==> src/rtl/boothmul_arbiter.sv <==
// boothmul_arbiter: round-robin sharing of one external boothmul among N_REQ requesters.
//   clk, rst_n            clock, asynchronous active-low reset
//   req, a1_in, a2_in     per-requester request level and packed operands
//   grant, done           one-hot owner, one-cycle completion pulse to the owner
//   result, err, busy     captured product, timeout flag, BUSY/DONE indicator
//   mul_arm, mul_a1/a2    drive the boothmul from latched operands
//   mul_outn, mul_fin     boothmul product and finish flag
//   Optional: define BOOTHMUL_ARB_TIMEOUT_EN to abort operations lasting TIMEOUT cycles.
module boothmul_arbiter #(
   parameter int N_REQ   = 4,
   parameter int IDX_W   = 2,
   parameter int A1_LEN  = 32,
   parameter int A2_LEN  = 32,
   parameter int TIMEOUT = 40
) (
   input  logic                     clk,
   input  logic                     rst_n,
   input  logic [N_REQ-1:0]         req,
   input  logic [N_REQ*A1_LEN-1:0]  a1_in,
   input  logic [N_REQ*A2_LEN-1:0]  a2_in,
   output logic [N_REQ-1:0]         grant,
   output logic [N_REQ-1:0]         done,
   output logic [A1_LEN+A2_LEN-1:0] result,
   output logic                     err,
   output logic                     busy,
   output logic                     mul_arm,
   output logic [A1_LEN-1:0]        mul_a1,
   output logic [A2_LEN-1:0]        mul_a2,
   input  logic [A1_LEN+A2_LEN-1:0] mul_outn,
   input  logic                     mul_fin
);
   typedef enum logic [1:0] {S_IDLE, S_BUSY, S_DONE} state_t;
   state_t                   r_state, w_next;
   logic [IDX_W-1:0]         r_ptr, r_owner, w_off, w_win;
   logic [IDX_W:0]           w_sum;
   logic [N_REQ-1:0]         w_rot, r_grant, r_done;
   logic [A1_LEN-1:0]        r_a1, w_a1;
   logic [A2_LEN-1:0]        r_a2, w_a2;
   logic [A1_LEN+A2_LEN-1:0] r_result;
   logic                     r_arm, w_start, w_cap, w_tmo;
   // Rotate requests so bit 0 is the pointer's requester; the lowest set bit is the winner.
   always_comb begin
      w_rot = N_REQ'({req, req} >> r_ptr);
      w_off = '0;
      for (int k = N_REQ - 1; k >= 0; k--)
         if (w_rot[k]) w_off = IDX_W'(k);
      w_sum = {1'b0, r_ptr} + {1'b0, w_off};
      w_win = (w_sum >= (IDX_W+1)'(N_REQ)) ? IDX_W'(w_sum - (IDX_W+1)'(N_REQ)) : IDX_W'(w_sum);
      w_a1  = '0;
      w_a2  = '0;
      for (int i = 0; i < N_REQ; i++)
         if (w_win == IDX_W'(i)) begin
            w_a1 = a1_in[i*A1_LEN +: A1_LEN];
            w_a2 = a2_in[i*A2_LEN +: A2_LEN];
         end
   end
   always_comb begin
      w_start = (r_state == S_IDLE) && |req;
      w_cap   = (r_state == S_BUSY) && (mul_fin || w_tmo);
      w_next  = w_start ? S_BUSY : w_cap ? S_DONE : (r_state == S_DONE) ? S_IDLE : r_state;
   end
   always_ff @(posedge clk or negedge rst_n)
      if (!rst_n) r_state <= S_IDLE;
      else        r_state <= w_next;
   always_ff @(posedge clk or negedge rst_n)
      if (!rst_n) begin
         r_ptr    <= '0;
         r_owner  <= '0;
         r_grant  <= '0;
         r_done   <= '0;
         r_result <= '0;
         r_arm    <= 1'b0;
         r_a1     <= '0;
         r_a2     <= '0;
      end else begin
         if (w_start) begin
            r_owner <= w_win;
            r_grant <= N_REQ'(1) << w_win;
            r_a1    <= w_a1;
            r_a2    <= w_a2;
            r_arm   <= 1'b1;
         end
         if (w_cap) begin
            r_result <= w_tmo ? '0 : mul_outn;
            r_done   <= r_grant;
            r_arm    <= 1'b0;
         end
         if (r_state == S_DONE) begin
            r_done  <= '0;
            r_grant <= '0;
            r_ptr   <= (r_owner == IDX_W'(N_REQ - 1)) ? '0 : r_owner + 1'b1;
         end
      end
`ifdef BOOTHMUL_ARB_TIMEOUT_EN
   localparam int CNT_W = $clog2(TIMEOUT + 1);
   logic [CNT_W-1:0] r_cnt;
   logic             r_err;
   // Counter restarts on every entry to BUSY; a late mul_fin on the last cycle still wins.
   always_ff @(posedge clk or negedge rst_n)
      if (!rst_n) r_cnt <= '0;
      else        r_cnt <= (r_state == S_BUSY) ? r_cnt + 1'b1 : '0;
   assign w_tmo = !mul_fin && (r_cnt == CNT_W'(TIMEOUT - 1));
   always_ff @(posedge clk or negedge rst_n)
      if (!rst_n)                 r_err <= 1'b0;
      else if (w_cap)             r_err <= w_tmo;
      else if (r_state == S_DONE) r_err <= 1'b0;
   assign err = r_err;
`else
   logic w_unused_timeout;
   assign w_unused_timeout = TIMEOUT > 0;
   assign w_tmo = 1'b0;
   assign err   = 1'b0;
`endif
   assign grant   = r_grant;
   assign done    = r_done;
   assign result  = r_result;
   assign busy    = r_state != S_IDLE;
   assign mul_arm = r_arm;
   assign mul_a1  = r_a1;
   assign mul_a2  = r_a2;
endmodule

==> config.mk <==
export PLATFORM = sky130hd
export DESIGN_NAME = boothmul_arbiter
export DESIGN_NICKNAME = d
export VERILOG_FILES = /design/src/rtl/boothmul_arbiter.sv
export SDC_FILE = /design/constraint.sdc
export NUM_CORES = 1
export LEC_CHECK = 0
export CAP_MARGIN = 20
export CORE_MARGIN = 2
export CORE_UTILIZATION = 25
export CTS_CLUSTER_SIZE = 25
export DETAILED_ROUTE_END_ITERATION = 6
export GPL_TIMING_DRIVEN = 0
export SYNTH_ARGS = -nofsm -noshare
export SYNTH_HDL_FRONTEND = slang
export SYNTH_SLANG_ARGS = --single-unit
==> constraint.sdc <==
create_clock -name clk -period 7.3 [get_ports clk]
set_clock_uncertainty 0.15 [all_clocks]
set_input_delay 0.73 -clock clk [delete_from_list [all_inputs] [get_ports clk]]
set_output_delay 0.73 -clock clk [all_outputs]
set_load 0.02 [all_outputs]
* Yosys cells after proc, flatten, opt, wreduce, memory -nomap -nowiden
Index checks and enable logic that the tools add are counted.
Operators by class: add/subtract/negate cells 3, order comparisons 1, equal/unequal tests 6, shift-type cells 2, muxes and demuxes 23, reduce and logical (&&, ||, !) cells 10
Operator list (number):
- $mux 32 | 8
- $mux 2 | 9
- $mux 4 | 4
- $eq 2x2->1 const B | 4
- $reduce_bool 2->1 | 4
- $shr 8x2->4 | 1
- $eq 2x1->1 const B | 2
- $logic_not 2->1 | 2
- $reduce_or 4->1 | 1
- $shl 1x2->4 const A | 1
- $add 2x2->3 | 1
- $ge 3x3->1 const B | 1
- $reduce_bool 3->1 | 1
- $add 2x1->2 const B | 1
- $logic_and 1x1->1 | 2
- $mux 1 | 2
- $sub 2x1->2 const B | 1
Word-level totals: register bits 143, input port bits 327, output and inout port bits 139

* Logic depth before layout (Yosys ltp)
Gate-level depths: netlist (run 1).
depth in word-level cells 13, gate-level depth with buffers 12, mapped depth without buffers 10

* Worst setup path before layout (run 1)
Ideal clock, no wire load.
kind input to register, from in req[2], to reg r_a2[26] (netlist: mul_a2[26]), setup time 0.087 ns, data arrival time 2.861 ns, required time 7.063 ns, slack 4.202 ns, cell stages on the path 11, path buffers 2, cells stage by stage clkbuf_1 -> nor2_1 -> nor3_1 -> a221oi_1 -> o21ai_0 -> ha_1 -> xor2_1 -> nor3_1 -> clkbuf_1 -> a22oi_1 -> o211ai_1
Between the ends: word-level cells in the longest chain between the ends 13, elaborated cells between the ends (all ways) 19, those cells by class add/sub (2); order compare (1); eq/ne (3); shift (1); mux (9); reduce/logical (3)
Ends and longest elaborated chain:
- from (decl) | RTL line 18 | input logic [N_REQ-1:0] req,
- $shr 8x2->4 | RTL line 43 | w_rot = N_REQ'({req, req} >> r_ptr);
- $mux 2 (4 in a row) | RTL line 46 | if (w_rot[k]) w_off = IDX_W'(k);
- $add 2x2->3 | RTL line 47 | w_sum = {1'b0, r_ptr} + {1'b0, w_off};
- $ge 3x3->1 or $sub 2x1->2 (tied branches) | RTL line 48 | w_win = (w_sum >= (IDX_W+1)'(N_REQ)) ? IDX_W'(w_sum - (IDX_W+1)'(N_REQ)) : IDX_W'(w_sum);
- $mux 2 | RTL line 48
- $logic_not 2->1 | RTL line 52 | if (w_win == IDX_W'(i)) begin
- $mux 32 (4 in a row) | RTL line 52
- to (signal assigned) | RTL line 80 | r_a2 <= w_a2;
- to (decl) | RTL line 38 | logic [A2_LEN-1:0] r_a2, w_a2;
Several ways; a longest one is shown, not always the timed one. A chain may end at the register's enable or synchronous reset.

* Worst setup path in the final report (run 1)
from in req[0], to reg r_a1[4] (netlist: mul_a1[4])
Between the ends: word-level cells in the longest chain between the ends 13, elaborated cells between the ends (all ways) 19, those cells by class add/sub (2); order compare (1); eq/ne (3); shift (1); mux (9); reduce/logical (3)
Ends and longest elaborated chain:
- $shr 8x2->4 * | RTL line 43
- $mux 2 (3 in a row) | RTL line 46
- $mux 2 * | RTL line 46
- $add 2x2->3 * | RTL line 47
- net w_sum[0] | RTL line 35 | logic [IDX_W:0] w_sum;
- $ge 3x3->1 or $sub 2x1->2 (tied branches) | RTL line 48
- $mux 2 * | RTL line 48
- $logic_not 2->1 | RTL line 52
- $mux 32 (3 in a row) | RTL line 52
- $mux 32 * | RTL line 52
- to (signal assigned) | RTL line 79 | r_a1 <= w_a1;
- to (decl) | RTL line 37 | logic [A1_LEN-1:0] r_a1, w_a1;
Mark *: on every way through the listed nets, which the timed path passes. The rest lies on a longest branch.

==> impl_metrics.ini, run 1 <==
[synth]
yosys-top-cells-area = dfrtp_1 (45%), mux2_2 (16%), mux2i_1 (6.7%)
yosysTopAreaCell = dfrtp_1
synth_edf_count = 0
yosysMostFrequentCell = dfrtp_1
syn_area_um2 = 8010
syn_nets = 1061
yosys_most_used_dff = dfrtp_1
synth_commonest_cells = dfrtp_1 (143), mux2_2 (113), mux2i_1 (54)
ys_async_sr_fraction_pct = 100
synthCells = 732
synth_cell_types = 42
yosysSeqAreaShare_pct = 44.7
yosys.area.top_type_share_pct = 44.7
syn_area_per_cell_um2 = 10.9
synth_warnings = 0
synth-seq-cells = 143

[cts]
cts_tree = built
cts_buffer_depth = 2
post-cts-setup-buffer-count = 0
cts_buffers = 17
insertion_delay_ns = 0.42
clk_pin_slew_ns = 0.08
root_buffer = clkbuf_16
clock-sinks = 143
cts-resized-gates = 0
holdBufCountCts = 0
h-tree-depth = 4

[route]
first_pass_iters = 4
drc = 0
via_count = 8102
ant_nets = 0
viasPerCell = 4.97
first_iter_violations = 370
routed_wl_mm = 34.6
avgRoutedWirePerCell_um = 21.2

[worst_setup_path]
r2r_slack_ns = 3.54
cp.arrival_ns = 4.39
max_stage_delay_ns = 0.84
critical_path_depth = 12
crit_buf_inv = 4
crit_family = buffers and inverters
endpoint = mul_a1[4]
end_kind = register
worstSetupPathType = input port to register
cp-start-kind = input port
r2r-start = r_ptr[0]
startpoint = req[0]
path_cells = clkdlybuf4s50_1 > nor2_1 > nor3_1 > a221oi_1 > o21ai_0 > ha_1 > clkbuf_1 > nor3_1 > clkbuf_1 > buf_2 > a31oi_1 > o211ai_1
worst_ep_required_time_ns = 7.48
cp_slowest_cell = nor3_1
worstPathMaxFanout = 10
reg2reg_depth = 12
r2r_end = mul_a1[4]

[cells_and_area]
nNetsFinal = 1545
area_delta_synth_final_pct = 72.4
final_cell_count_no_fill = 1631
diodes = 0
stdcell_area_um2 = 13800
final_util_pct = 43.8
drive_gt1_share_pct = 15.5
fill_cells = 3104

[sta]
setup_viol = 0
slew_violations = 0
rsz0062_at_grt = no
relSlewSlack_pct = 35.5
finalCriticalPeriod_ns = 4.21
worstMarginPinSlew_ns = 0.961
finalCritPeriodShare_pct = 57.7
setup_tns_ns = 0
hold_ws_ns = 0.0447
max_freq_ghz = 0.237
finalHoldViolations = 0

[hold_path]
min_path_type = input port to asynchronous set/reset pin

[global_route]
grt_use_total_pct = 20.2
overflow = 0
grt_max_degree = 96
grt_pass1_wl_mm = 52.0
first_global_vias = 8510
antenna_found_initial = 0

[run]
max-cap-violations = 0

[floorplan]
ios = 466
dieWidth_um = 183
die-area_um2 = 33500
dieHeight_um = 183
core_area_um2 = 31600
rows = 65
initial_core_util_pct = 25.4

[placement]
gp_congestion = 0.778
numPortBuffers = 463
placed_area_um2 = 13200
place_hpwl_mm = 26.9
dp.cells = 1598

[power]
leakagePower_nw = 5.60
p_per_area_nw_per_um2 = 443
ir_worst_vdd_v = 0.000234

[run_status]
outcome = completed
[sequential cells by signal (all words and copies together) (netlist names)]
signal	count
r_ptr	2
r_state	2
mul_a1	32
grant	4
done	4
result	64
mul_a2	32
r_owner	2
mul_arm	1
[per-layer routing]
layer	wire length, um	up-vias	GRT usage (%)
met4	569	0	5.25
li1	-	3783	-
met2	17700	302	36.6
met1	13800	3990	23.7
met5	0	-	0
met3	2510	27	5.34
[power breakdown]
part	internal, mW	leakage [nW]	switching (mW)	total, mW
Combinational	1.78	3.56	2.01	3.79
Sequential	1.20	1.74	0.216	1.41
Clock	0.468	0.299	0.452	0.919
[metrics by stage]
| stage | total power [mW] | setup slack (ns) |
|---|---|---|
| 2_1_floorplan | 3.61 | 4.20 |
| 3_3_place_gp | 5.21 | -1.16 |
| 3_5_place_dp | 5.25 | 2.50 |
| 4_1_cts | 6.19 | 2.94 |
| 5_1_grt | 6.51 | 2.63 |
| 6_report | 6.12 | 3.09 |
[layout make-up]
class                   instances  area, um2  share of cell area, %
repair buffers                465       4670                   33.8
multi-input cells             512       4100                   29.7
flip-flops and latches        143       3580                   25.9
well taps                     402        503                   3.64
clock buffers                  17        425                   3.08
plain buffers                  74        333                   2.41
clock inverters                15        199                   1.44
inverters                       3       11.3                 0.0815
[cell usage in the layout (no fill, tap or decap), types with 4 or more instances in the layout]
cell type and count:
clkdlybuf4s50_1 462, o21ai_0 21, a22oi_1 43, nand2_1 30
a21oi_1 14, a32oi_1 21, clkbuf_16 17, a22o_1 4
o21ai_1 8, mux2_2 113, mux2_4 5, nor2_1 16
o211ai_1 43, nand2b_1 5, clkinv_8 8, buf_2 18
clkinv_4 4, and3_1 43, clkbuf_1 48, mux2i_1 54
dfrtp_1 143, a31oi_1 43, or2_2 12, o31ai_1 12
[worst reg2reg max path: cells and delay by family (launching register included)]
kind	cells	cell delay, ns
flops	1	0.34
buf+inv	4	1.21
simple gates	2	0.96
fa+ha+maj	1	0.28
compound gates	5	0.72
[cells by family after synthesis]
logic type,synth area share [%]
and+or+nand+nor,7.40
adders and majority gates,0.312
DFF,44.7
other,0.0468
muxes,23.6
buffers and inverters,4.29
xor gates and xnor gates,0.671
AOI/OAI and AO/OA,19.1
[worst min-delay path by stage]
| stage | start | endpoint | slack [ns] | cells after the start |
|---|---|---|---|---|
| 4_1_cts | rst_n | result[8] | 0.06 | 1 |
| 3_5_place_dp | mul_arm | mul_arm | 0.32 | 2 |
| 3_3_place_gp | r_owner[1] | r_owner[1] | 0.32 | 2 |
| 5_1_grt | rst_n | result[8] | 0.07 | 1 |
| 6_report | rst_n | result[8] | 0.04 | 1 |
| 2_1_floorplan | rst_n | done[0] | 0.28 | 0 |
Note: power is estimated with default switching activity, not from simulation.
==> inputs of run 2 (changes only) <==
==> constraint.sdc (replaced) <==
create_clock -name clk -period 4.3 [get_ports clk]
set_clock_uncertainty 0.15 [all_clocks]
set_input_delay 0.43 -clock clk [delete_from_list [all_inputs] [get_ports clk]]
set_output_delay 0.43 -clock clk [all_outputs]
set_load 0.02 [all_outputs]
==> impl_metrics.ini, run 2 (synthesized netlist as in run 1, its figures left out) <==
[route]
viasPerCell = 4.97
routed_wl_mm = 34.6
ant_nets = 0
first_pass_iters = 4
avgRoutedWirePerCell_um = 21.2
drc = 0
via_count = 8107
first_iter_violations = 358

[power]
ir_worst_vdd_v = 0.000397
p_per_area_nw_per_um2 = 751
fin_total_pwr_mw = 10.4
leakagePower_nw = 5.60

[cells_and_area]
nNetsFinal = 1546
largest_reg_flops = 64
area_delta_synth_final_pct = 72.6
drive_gt1_share_pct = 15.5
fill_cells = 3102
mostFrequentLayoutCells = clkdlybuf4s50_1 (462), dfrtp_1 (143), mux2_2 (113)
final_util_pct = 43.8
mostFrequentLayoutCell = clkdlybuf4s50_1
diodes = 0

[cts]
root_buffer = clkbuf_16
clock-sinks = 143
post-cts-setup-buffer-count = 0
cts_buffer_depth = 2
cts_tree = built
h-tree-depth = 4
clk_pin_slew_ns = 0.08
insertion_delay_ns = 0.42
cts_buffers = 17

[sta]
hold_ws_ns = 0.339
finalHoldViolations = 0
relSlewSlack_pct = 44.7
finalCritPeriodShare_pct = 88.6
worst_slack_ns = 0.488
rsz0062_at_grt = no
max_freq_ghz = 0.262
slew_violations = 0
setup_tns_ns = 0
finalCriticalPeriod_ns = 3.81
setup_viol = 0
worstMarginPinSlew_ns = 0.829

[worst_setup_path]
cp.arrival_ns = 4.00
cp-start-kind = input port
worst_ep_required_time_ns = 4.48
path_cells = clkdlybuf4s50_1 > nor2_1 > nor3_1 > a221oi_1 > o21ai_0 > ha_1 > clkbuf_1 > clkbuf_1 > nand2_1 > clkbuf_1 > o211ai_1
reg2reg_depth = 11
worstPathMaxFanout = 10
cp_slowest_cell = clkdlybuf4s50_1
cpMostUsedCell = clkbuf_1
worstSetupPathType = input port to register
max_stage_delay_ns = 0.53
r2r_slack_ns = 0.64
end_kind = register
r2r-start = r_ptr[0]
r2r_end = mul_a2[19]

[placement]
numPortBuffers = 463
place_hpwl_mm = 26.9
gp_congestion = 0.778
place_ws_ns = -0.199

[floorplan]
dieWidth_um = 183
ios = 466
die-area_um2 = 33500
core_area_um2 = 31600
initial_core_util_pct = 25.4
dieHeight_um = 183
rows = 65

[global_route]
grt_use_total_pct = 20.2
grt_max_degree = 96
antenna_found_initial = 0
grt_pass1_wl_mm = 52.0
overflow = 0
first_global_vias = 8510

[run]
max-cap-violations = 0

[hold_path]
min_path_type = input port to asynchronous set/reset pin

[run_status]
outcome = completed
run 2: cell count changes in the layout (fill, tap and decap cells not counted), sizes merged:
cell         delta
dlygate4sd3     +1
run 2: layout make-up:
class                   count  area (um2)  area share, %
inverters                   3        11.3         0.0814
flip-flops and latches    143        3580           25.9
multi-input cells         512        4100           29.7
clock inverters            15         199           1.44
repair buffers            466        4680           33.8
clock buffers              17         425           3.07
plain buffers              74         333           2.41
well taps                 402         503           3.64
run 2: what timing repair did:
action | CTS | global route
endpoints found under the hold margin | 48 | 0
gates resized for setup | 0 | 1
hold buffers | 1 | 0
setup endpoints to repair | 0 | 19
run 2: critical path, delay by kind of cell:
kind            cells  cell delay [ns]
buf+inv             4             1.79
compound gates      3             0.71
simple gates        3             0.77
fa+ha+maj           1             0.29
run 2: worst max path at each step:
stage | slack (ns) | end | start
after floorplan | 1.50 | mul_a2[26] | req[2]
after global placement | -3.86 | mul_a2[9] | rst_n
after detailed placement | -0.20 | mul_a2[26] | req[0]
after CTS | 0.24 | mul_a2[26] | req[0]
after global routing | 0.06 | mul_a1[6] | req[0]
final | 0.49 | mul_a2[19] | req[0]
run 2: metrics by stage:
stage               std cells  area (um2)
finish                   1632       13800
global route             1632       13800
global placement         1597       13200
detailed placement       1598       13200
CTS                      1631       13800
floorplan                 732        8010
run 2: power breakdown:
part / switching [mW] / internal, mW
Combinational: 3.42 / 3.02
Clock: 0.766 / 0.794
Sequential: 0.366 / 2.03
run 2: per-layer routing:
layer / GRT usage [%] / up-vias / part of all wire [%]
li1: - / 3783 / -
met1: 23.7 / 4001 / 40
met2: 36.6 / 296 / 51
met3: 5.34 / 27 / 7.1
met4: 5.25 / 0 / 1.6
met5: 0 / - / 0
==> edit 1: new RTL, settings of run 2 <==
Build with the macro `BOOTHMUL_ARB_TIMEOUT_EN` defined.
--- a/src/rtl/boothmul_arbiter.sv
+++ b/src/rtl/boothmul_arbiter.sv
@@ -8,2 +8,4 @@
 //   Optional: define BOOTHMUL_ARB_TIMEOUT_EN to abort operations lasting TIMEOUT cycles.
+`define BOOTHMUL_ARB_TIMEOUT_EN
+
 module boothmul_arbiter #(
Check against the original RTL: no difference found for any inputs over 4 cycles, from zero or initial values and one cycle with rst_n low; that may be too few to reach the edited logic, so the function may still have changed.
==> edit 1 against run 2 <==
Power fell by 0.17%. Register-to-register slack got worse by 70 ps. Worst hold slack got worse by 17 ps. Core utilization shrank 0.49 points. Worst setup slack worse by 52 ps. Wire length increased by 4.7%. Cell area increased by 1.2%. Highest routed layer unchanged. Sequential cell count grew 7. Synthesized area up 1.4%.
==> edit 1: results (changes against run 2) <==
status:
  outcome: "finished, final reports clean"
cells_and_area:
  drive_gt1_share_pct: 9.45  # -6.1 points
  num-nets-final: 1576  # +1.9%
  fin_cells: 1701  # +4.2%
  largest_register_ff_count: 64  # unchanged
hold_path:
  hold_depth: 1
  hp-class: "register to register"
  worstHoldStart: "r_cnt[0]$_DFF_PN0_"
synth:
  synth-async-reset-ratio_pct: 100  # unchanged
  synth.yosys.seq_area_share_pct: 46.2  # +1.5 points
  synthTopCellsByArea: "dfrtp_1 (46%), mux2_2 (6.9%), a22o_1 (6.9%)"
  synthCells: 760  # +3.8%
  syn-num-nets: 1090  # +2.7%
  ys_top_cells_by_count: "dfrtp_1 (150), a22o_1 (64), clkbuf_1 (56), mux2i_1 (55), mux2_2 (50)"
  synth_warnings: 0  # unchanged
  synth.distinct_cells: 48  # +14%
setup_path:
  r2r_setup_slack_ps: 570  # -70 ps
  worstPathArrival_ps: 4060  # +60 ps
  r2r_cells: 12  # +1
  reg2reg_to: "mul_a2[26]$_DFFE_PN0P_"
global_route:
  grt_pass1_wl_mm: 53.2  # +2.5%
  grt_pass1_vias: 8949  # +5.2%
  grt_antenna_before_repair: 0  # unchanged
  grt_max_degree: 101  # +5.2%
  grtUsageMet2_pct: 37.9  # +1.3 points
  grt.total_usage_pct: 20.7  # +0.47 points
  use_met1_pct: 22.8  # -0.91 points
  use_met3_pct: 6.44  # +1.1 points
route:
  firstDrtPassIters: 5  # +1
  wl_mm: 36.2  # +4.7%
  drtIter0Drc: 450  # +26%
  vias: 8389  # +3.5%
sta:
  whs_ps: 321  # -17.4 ps
  relSlewSlack_pct: 33.5  # -11 points
clocking:
  clock_latency_ps: 420  # about the same
  htreeDepth: 4  # unchanged
  cts_buffers: 17  # unchanged
  cts-root-buf: "clkbuf_16"
  path_clk_slew_ps: 80  # about the same
place:
  io_buffers: 464  # +0.22%
  dp_hpwl_mm: 27.7  # +3.0%
  dp_cells: 1668  # +4.4%
  place_area_sq_um: 13400  # +1.3%
  place.gp.congestion: 0.809  # +4.0%
power_and_ir_drop:
  irDropWorstVdd_mv: 0.353  # -11%
  p_leak_uw: 0.00568  # +1.5%
==> edit 1: cell count changes after synthesis, moves of 3 or more <==
cell	delta
a22o_1	+60
dfrtp_1	+7
a21boi_0	+3
mux2_4	-5
nand3_1	+6
mux2_1	+3
clkbuf_1	+8
nand2_1	-7
mux2_2	-63
inv_1	+4
buf_2	-4
nor2_1	+6
a21oi_1	-3
==> edit 1: critical path, stage by stage <==
cell	delay [ps]
clkdlybuf4s50_1	520
nor2_1	220
nor3_1	60
a221oi_1	290
o21ai_0	150
ha_1	240
xnor2_1	150
nor3_1	760
clkbuf_1	420
clkbuf_1	500
a31oi_1	180
o211ai_1	120
==> edit 1: timing repair <==
item / 4_1_cts / 5_1_grt
hold buffers: 1 / 0
buffers inserted: 0 / 0
gates resized for setup: 0 / 5
endpoints found under the hold margin: 50 / 0
endpoints found under the setup margin: 0 / 60
==> edit 1: cell type report <==
cell class / count / area [sq um]
Multi-Input combinational cell: 524 / 4010
Sequential cell: 150 / 3750
Clock inverter: 15 / 196
Timing Repair Buffer: 467 / 4690
Fill cell: 3118 / 18300
Clock buffer: 17 / 425
Inverter: 8 / 33.8
Tap cell: 442 / 553
Buffer: 78 / 334
==> edit 1: logic make-up after synthesis <==
| group | after synthesis | share of synthesized area, % |
|---|---|---|
| AO/OA/AOI/OAI | 282 | 25.7 |
| AND/OR/NAND/NOR | 123 | 7.95 |
| flip-flops | 150 | 46.2 |
| buffers and inverters | 86 | 4.45 |
| adder cells (fa/ha/maj) | 3 | 0.462 |
| XOR/XNOR | 8 | 1.09 |
| multiplexers | 108 | 14.1 |
==> edit 1: routing by layer <==
layer	wire length (um)	part of all wire, %
met3	3010	8.3
met5	0	0
met1	14100	39
met2	18200	50
met4	824	2.3
==> edit 1: worst max path at each step <==
stage | start | endpoint | slack, ps
global placement | rst_n | mul_a1[23]$_DFFE_PN0P_ | -4070
CTS | req[0] | mul_a2[13]$_DFFE_PN0P_ | 30
detailed placement | req[0] | mul_a2[13]$_DFFE_PN0P_ | -410
global route | req[0] | mul_a2[24]$_DFFE_PN0P_ | 110
floorplan | req[2] | mul_a2[17]$_DFFE_PN0P_ | 1450
finish | req[0] | mul_a2[26]$_DFFE_PN0P_ | 440
==> edit 1: stage by stage <==
step                setup WS [ps]  total power (uW)  util (%)
detailed placement           -406              8870      41.4
CTS                          25.3             10500      43.3
global route                  107             11000      43.4
floorplan                    1450              6060         -
global placement            -4070              8820      41.3
finish                        436             10400      43.4
==> edit 1: report_power, final <==
| part | switching [uW] | internal [uW] | leakage [uW] |
|---|---|---|---|
| Combinational | 3460 | 2870 | 0.00351 |
| Clock | 779 | 797 | 0.000299 |
| Sequential | 396 | 2080 | 0.00188 |
==> edit 2: new RTL, settings of run 2 <==
Without the edit above. The 3 states of `state_t` get a one-hot encoding in 3 bits.
--- a/src/rtl/boothmul_arbiter.sv
+++ b/src/rtl/boothmul_arbiter.sv
@@ -31,3 +31,3 @@
 );
-   typedef enum logic [1:0] {S_IDLE, S_BUSY, S_DONE} state_t;
+   typedef enum logic [2:0] {S_IDLE = 3'b001, S_BUSY = 3'b010, S_DONE = 3'b100} state_t;
    state_t                   r_state, w_next;
Check against the original RTL: same outputs for any inputs over 4 cycles, from zero or initial values and one cycle with rst_n low; so few cycles prove little.
==> edit 2 against run 2 <==
Worst hold slack lost 120 ps. Critical path depth shrank 1. Wire length shrank 14%. Worst setup slack gained 110 ps. Power shrank 1.3%. Sequential cell count grew 1. Critical path type unchanged. Cell area shrank 4.6%. Register-to-register slack gained 90 ps. Critical endpoint is now mul_a1[0]$_DFFE_PN0P_. Synthesized area shrank 7.7%.
==> edit 2: results (changes against run 2) <==
route:
  wl_mm: 29.6  # -14%
  drtIter0Drc: 246  # -31%
  firstDrtPassIters: 6  # +2
  vias: 6558  # -19%
setup_path:
  r2r_start: "r_ptr[1]$_DFFE_PN0P_"
  reg2reg_to: "mul_a1[0]$_DFFE_PN0P_"
  r2r_cells: 10  # -1
  worstPathArrival_ps: 3860  # -140 ps
  crit_start: "req[3]"
  slowest_stage: "mux4_1"
  r2r_setup_slack_ps: 730  # +90 ps
sta:
  max_slew.worst_pin.slew_ps: 779  # -50.2 ps
  whs_ps: 219  # -119 ps
  finalWorstSetupSlack_ps: 603  # +114 ps
clocking:
  post_cts.repair.setup_buffers: 0  # unchanged
  hold_buffers: 1  # unchanged
place:
  place_area_sq_um: 12600  # -4.5%
  dp_worst_setup_slack_ps: -114  # +85.7 ps
  place.gp.congestion: 0.814  # +4.7%
cells_and_area:
  drive_gt1_share_pct: 17.6  # +2.1 points
  syn_to_final_growth_pct: 78.4
  num-nets-final: 1328  # -14%
  fin_util_pct: 45.6  # +1.8 points
  fin_cells: 1396  # -14%
  fill_cells: 2657  # -14%
synth:
  synth_compound_area_share_pct: 9.28  # -9.8 points
  syn-num-nets: 843  # -21%
  synth.yosys.seq_area_share_pct: 48.7  # +4.1 points
  synth_mux_area_share_pct: 34.7  # +11 points
  synth_xor_area_share_pct: 0.727  # +0.056 points
  synth_adder_area_share_pct: 0.338  # +0.026 points
  synthTopCellsByArea: "dfrtp_1 (48%), mux2_2 (17%), mux4_1 (11%)"
  synthCells: 514  # -30%
  ys_top_cells_by_count: "dfrtp_1 (143), mux2_2 (111), clkbuf_1 (33), mux4_1 (31), o21ai_0 (21)"
  synth.distinct_cells: 45  # +7.1%
power_and_ir_drop:
  p_leak_uw: 0.00515  # -8.1%
  irDropWorstVdd_mv: 0.346  # -13%
  power_switching_uw: 4210  # -7.4%
global_route:
  grt_pass1_vias: 6993  # -18%
  grt.total_usage_pct: 18.7  # -1.5 points
  grt_max_degree: 88  # -8.3%
  grt_pass1_wl_mm: 42.9  # -17%
status:
  outcome: "finished, final reports clean"
==> edit 2: cell types whose count changed after synthesis, sizes merged, moves of 39 or more <==
cell    before  now
mux2i       54   15
and3        43    0
o211ai      43    1
a22oi       43    0
mux4         0   46
a31oi       43    0
==> edit 2: cell type report <==
cell class / count / share of cell area [%]
multi-input combinational: 322 / 26.9
clock inverter: 14 / 1.28
timing repair buffer: 467 / 35.8
inverter: 2 / 0.0569
tap: 384 / 3.64
buffer: 45 / 1.77
sequential: 144 / 27.3
clock buffer: 18 / 3.25
==> edit 2: kinds of logic after synthesis <==
| logic type | Yosys count |
|---|---|
| and+or+nand+nor | 43 |
| AOI/OAI and AO/OA | 99 |
| other | 1 |
| xor gates and xnor gates | 4 |
| DFF | 144 |
| buffers and inverters | 48 |
| adders and majority gates | 2 |
| muxes | 173 |
==> edit 2: power by group through the flow <==
| stage | Clock (uW) | Combinational [uW] | Sequential [uW] |
|---|---|---|---|
| 4_1_cts | 1570 | 6470 | 2390 |
| 3_5_place_dp | 0 | 6450 | 2410 |
| 3_3_place_gp | 0 | 6350 | 2390 |
| 2_1_floorplan | 0 | 2900 | 3140 |
| 5_1_grt | 1630 | 6730 | 2480 |
| 6_report | 1530 | 6350 | 2390 |
==> edit 2: per-layer routing <==
| layer | GRT usage (%) | routed length, um | vias up |
|---|---|---|---|
| met5 | 0 | 0 | - |
| met4 | 5.54 | 529 | 0 |
| met3 | 4.29 | 1900 | 27 |
| met2 | 34.6 | 15900 | 276 |
| met1 | 21.4 | 11300 | 3265 |
| li1 | - | - | 2990 |
==> edit 2: worst register-to-register path, delay by kind of cell, from the launching register on <==
family,cells,cell delay [ps]
multiplexers,2,1020
adder cells (fa/ha/maj),1,680
AO/OA/AOI/OAI,3,370
flip-flops,1,320
buffers and inverters,2,800
AND/OR/NAND/NOR,2,130
